==> src/rtl/n0prime_param.sv <==
// n0prime_param: bit-serial Montgomery constant generator, qinv = n^-1 and n0prime = -n^-1 mod 2^WORD.
// Define N0PRIME_SELFCHECK_EN to add a CHECK state that verifies nl*qinv == 1 and drives chk_ok.
`default_nettype none

module n0prime_param #(
  parameter int NWIDTH = 1025,
  parameter int WORD   = 32
) (
  input  logic              clk,
  input  logic              reset,
  input  logic              start,
  input  logic [NWIDTH-1:0] n,
  output logic              busy,
  output logic              done,
  output logic [WORD-1:0]   qinv,
  output logic [WORD-1:0]   n0prime,
  output logic              err_even
`ifdef N0PRIME_SELFCHECK_EN
  ,
  output logic              chk_ok
`endif
);

  localparam int IW = $clog2(WORD);
  localparam logic [IW-1:0] LAST = IW'(WORD - 1);

  typedef enum logic [1:0] {IDLE, CALC, FINAL, CHECK} state_t;

  state_t          state;
  logic [WORD-1:0] nl;
  logic [WORD-1:0] y;
  logic [WORD-1:0] prod;
  logic [IW-1:0]   i;
  logic            err;

  // Only the low word of n matters; the rest is intentionally ignored.
  generate
    if (NWIDTH > WORD) begin : g_unused_hi
      logic unused_hi;
      assign unused_hi = ^n[NWIDTH-1:WORD];
    end
  endgenerate

  assign prod = nl * y;
  assign busy = (state != IDLE);

`ifdef N0PRIME_SELFCHECK_EN
  logic [WORD-1:0] chk_prod;
  assign chk_prod = nl * qinv;
`endif

  always_ff @(posedge clk or posedge reset) begin
    if (reset) begin
      state    <= IDLE;
      nl       <= '0;
      y        <= '0;
      i        <= '0;
      err      <= 1'b0;
      done     <= 1'b0;
      qinv     <= '0;
      n0prime  <= '0;
      err_even <= 1'b0;
`ifdef N0PRIME_SELFCHECK_EN
      chk_ok   <= 1'b0;
`endif
    end else begin
      done <= 1'b0;
      case (state)
        IDLE: begin
          if (start) begin
            nl    <= n[WORD-1:0];
            y     <= WORD'(1);
            i     <= IW'(1);
            err   <= ~n[0];
            state <= n[0] ? CALC : FINAL;
          end
        end
        CALC: begin
          // Bit i of n*y being set means y is wrong at bit i; flipping it fixes that bit.
          if (prod[i]) y[i] <= 1'b1;
          i <= i + IW'(1);
          if (i == LAST) state <= FINAL;
        end
        FINAL: begin
          qinv     <= err ? '0 : y;
          n0prime  <= err ? '0 : (~y + WORD'(1));
          err_even <= err;
`ifdef N0PRIME_SELFCHECK_EN
          state    <= CHECK;
`else
          done     <= 1'b1;
          state    <= IDLE;
`endif
        end
`ifdef N0PRIME_SELFCHECK_EN
        CHECK: begin
          chk_ok <= (chk_prod == WORD'(1)) || err;
          done   <= 1'b1;
          state  <= IDLE;
        end
`endif
        default: state <= IDLE;
      endcase
    end
  end

endmodule

`default_nettype wire
==> config.mk <==
export PLATFORM = sky130hd
export DESIGN_NAME = n0prime_param
export DESIGN_NICKNAME = d
export VERILOG_FILES = /design/src/rtl/n0prime_param.sv
export SDC_FILE = /design/constraint.sdc
export NUM_CORES = 2
export LEC_CHECK = 0
export ABC_AREA = 1
export CELL_PAD_IN_SITES_DETAIL_PLACEMENT = 1
export CELL_PAD_IN_SITES_GLOBAL_PLACEMENT = 2
export CORE_AREA = 2 2 428 430
export CTS_BUF_LIST = sky130_fd_sc_hd__clkbuf_8
export DETAILED_ROUTE_END_ITERATION = 8
export DIE_AREA = 0 0 430 432
export HOLD_SLACK_MARGIN = 0.08
export PLACE_DENSITY = 0.62
export SYNTH_ARGS = -nofsm -noshare
export SYNTH_HDL_FRONTEND = slang
export SYNTH_SLANG_ARGS = --single-unit
==> constraint.sdc <==
create_clock -name clk -period 15.75 [get_ports clk]
set_input_delay 4.725 -clock clk [delete_from_list [all_inputs] [get_ports clk]]
set_output_delay 4.725 -clock clk [all_outputs]
set_load 0.03 [all_outputs]
==> results.yml <==
sta:
  drv_slew: 0
  final.setup.tns_ns: 0
  setup_viol: 0
  hold_viol: 0
  rsz0062_at_grt: "false"
  slew_headroom_pct: 22.8
  hold_ws_ns: 0.490
  fmax_mhz: 117
  period_minus_slack_ns: 8.56
  fin_crit_sh_pct: 54.4
  fin_skew_ns: 0.0240
  worstMarginPinSlew_ns: 1.16
clock_tree:
  clkTransAtPathRegs_ns: 0.10
  cts_root_buf: "clkbuf_8"
  clockBufferDepth: 2
  cts_setup_buffers: 0
  cts.sinks: 137
  cts_resized: 0
  cts_hold_buf: 0
  insertion_delay_ns: 0.53
  cts_buffers: 17
  h-tree-depth: 4
  cts_tree: "built"
critical_path:
  worstSetupStartpointType: "register"
  required_ns: 16.19
  path_max_fanout: 32
  arrival_ns: 9.01
  end_kind: "register"
  cp-startpoint: "y[5]$_DFFE_PP0P_"
  reg2reg_from: "y[5]$_DFFE_PP0P_"
  cpPeakStageDelay_ns: 0.85
  cp_common_cell: "fa_1"
  crit_slowest_cell: "dfrtp_1"
  path_class: "register to register"
drt:
  wire_per_inst_um: 14.7
  drt_wl_total_um: 78000
  vias: 18249
  drtIter0Drc: 752
  vias_per_cell: 3.45
  postRouteAntennaNets: 0
  post-route-drc-count: 0
  first_pass_iters: 5
min_path:
  hold_class: "register to register"
  hold_start: "n0prime[18]$_DFFE_PP0P_"
die:
  io_pins: 1095
  rows: 157
  floorplan.initialDensity_pct: 12.4
  core_um2: 182000
  die_h_um: 432
  die_x_um: 430
  dieArea_um2: 186000
synthesis:
  syn_nets: 4466
  syn-cell-area_um2: 22600
  synth.distinct_cells: 49
  synthCells: 2901
  async_flop_share_pct: 100
  synth_edf_count: 0
  yosys_most_used_dff: "dfrtp_1"
  synth.ff_latch_count: 137
  syn_area_per_cell_um2: 7.78
  seq_area_frac_synth_pct: 15.2
  yosysWarningCount: 0
outcome:
  status: "completed"
power:
  seqPwrFrac_pct: 16.0
  p_switching_w: 0.00268
  power.total_w: 0.00458
  power.internal_w: 0.00190
  leakagePower_nw: 11.6
  vdd_drop_max_mv: 0.110
  p_per_area_nw_per_um2: 172
  swShare_pct: 58.6
  clock_power_share_pct: 7.6
  combPwrFrac_pct: 76.4
global_routing:
  grt_most_used_layer: "met2"
  overflow: 0
  grt_usage_pct: 8.63
  antenna_found_initial: 7
  grtUsageMet3_pct: 0.798
  grt_pass1_wl_um: 125000
  use_met1_pct: 11.1
  gr-usage-met2_pct: 15.8
  grt_pass1_vias: 20803
  grt_max_degree: 85
cells_and_area:
  layout-drive-gt1-share_pct: 4.09
  area_delta_synth_final_pct: 17.8
  layout.nets: 4460
  final_common_cell: "nand2_1"
  layout_common_cells: "971 x nand2_1, 607 x inv_1, 408 x fa_1"
place:
  port-buffer-count: 101
  dpl.hpwl_um: 61200
  gp_congestion: 0.760
job:
  max_cap_viol_count: 0
-- cell type report --
cell class	instances	area, um^2
clock inverter	13	191
multi-input combinational	1983	16100
fill	21789	155000
inverter	616	2320
tap	2385	2980
sequential	137	3440
clock buffer	19	262
antenna	1	2.50
timing repair buffer	140	1300
-- final timing paths --
check	cells past startpoint	slack [ns]	endpoint
worst min-delay path	1	0.49	n0prime[18]$_DFFE_PP0P_
max in group asynchronous	3	9.68	y[7]$_DFFE_PP0P_
min in group asynchronous	2	4.74	n0prime[31]$_DFFE_PP0P_
worst max-delay path	30	7.19	y[26]$_DFFE_PP0P_
worst max register to register	30	7.19	y[26]$_DFFE_PP0P_
worst min register to register	1	0.49	n0prime[18]$_DFFE_PP0P_
-- registers in the layout (all words and copies together), names as in the netlist --
name,cells
state,2
y,32
err_even,1
nl,32
i,5
n0prime,31
qinv,32
err,1
done,1
-- power by group through the flow --
stage / Combinational (W) / Sequential (W) / Clock [W]
floorplan: 0.00246 / 0.000626 / 0
global placement: 0.00354 / 0.000739 / 0
detailed placement: 0.00358 / 0.000743 / 0
CTS: 0.00362 / 0.000738 / 0.000363
global route: 0.00404 / 0.000751 / 0.000375
finish: 0.00350 / 0.000733 / 0.000349
-- cell families after synthesis --
logic type	synth area share, %
adder cells (fa/ha/maj)	43.4
XOR/XNOR	0.699
buffers and inverters	13.5
AO/OA/AOI/OAI	5.63
flip-flops	15.2
AND/OR/NAND/NOR	21.6
-- layer usage --
layer,share of wire [%],vias up,wire (um)
met5,0,-,0
met4,1.4,0,1060
met3,1.9,57,1500
met2,51,224,40100
met1,45,9448,35300
li1,-,8520,-
-- per-stage QoR --
stage / utilization [%] / cell area [um^2] / cells / worst slack [ns]
floorplan: - / 22600 / 2901 / 7.36
global placement: 14.4 / 26100 / 5261 / 7.19
detailed placement: 14.4 / 26100 / 5261 / 7.18
CTS: 14.6 / 26600 / 5293 / 7.09
global route: 14.6 / 26600 / 5294 / 6.62
finish: 14.6 / 26600 / 5294 / 7.19
-- synth_stat cells (4+ instances only) --
master | n | area, um^2
nand2_1 | 972 | 3650
inv_1 | 607 | 2280
fa_1 | 408 | 8170
dfrtp_1 | 137 | 3430
ha_1 | 129 | 1610
nand3_1 | 117 | 586
clkbuf_1 | 97 | 364
o21ai_0 | 87 | 435
a21oi_1 | 81 | 405
nor2_1 | 62 | 233
buf_1 | 31 | 116
buf_2 | 18 | 90.1
xor2_1 | 12 | 105
buf_4 | 11 | 82.6
nor3_1 | 8 | 40.0
a32o_1 | 7 | 70.1
buf_6 | 7 | 78.8
nor2_2 | 7 | 43.8
o31ai_1 | 7 | 52.6
a21o_1 | 6 | 45.0
inv_2 | 6 | 22.5
o211ai_1 | 6 | 45.0
o21ai_1 | 6 | 30.0
xnor2_1 | 6 | 52.6
a32oi_1 | 5 | 43.8
nand2_2 | 5 | 31.3
nand3b_1 | 5 | 37.5
nor2_4 | 5 | 56.3
nand2_4 | 4 | 45.0
nand3_2 | 4 | 40.0
nand4_1 | 4 | 25.0
o22ai_1 | 4 | 25.0
-- worst max-delay path, delay by kind of cell, from the launching register on --
family	cells	cell delay, ns
adders and majority gates	9	4.42
buffers and inverters	5	0.67
DFF	1	0.85
AOI/OAI and AO/OA	1	0.17
and+or+nand+nor	15	2.32
Power figures use the tool's default switching activity.
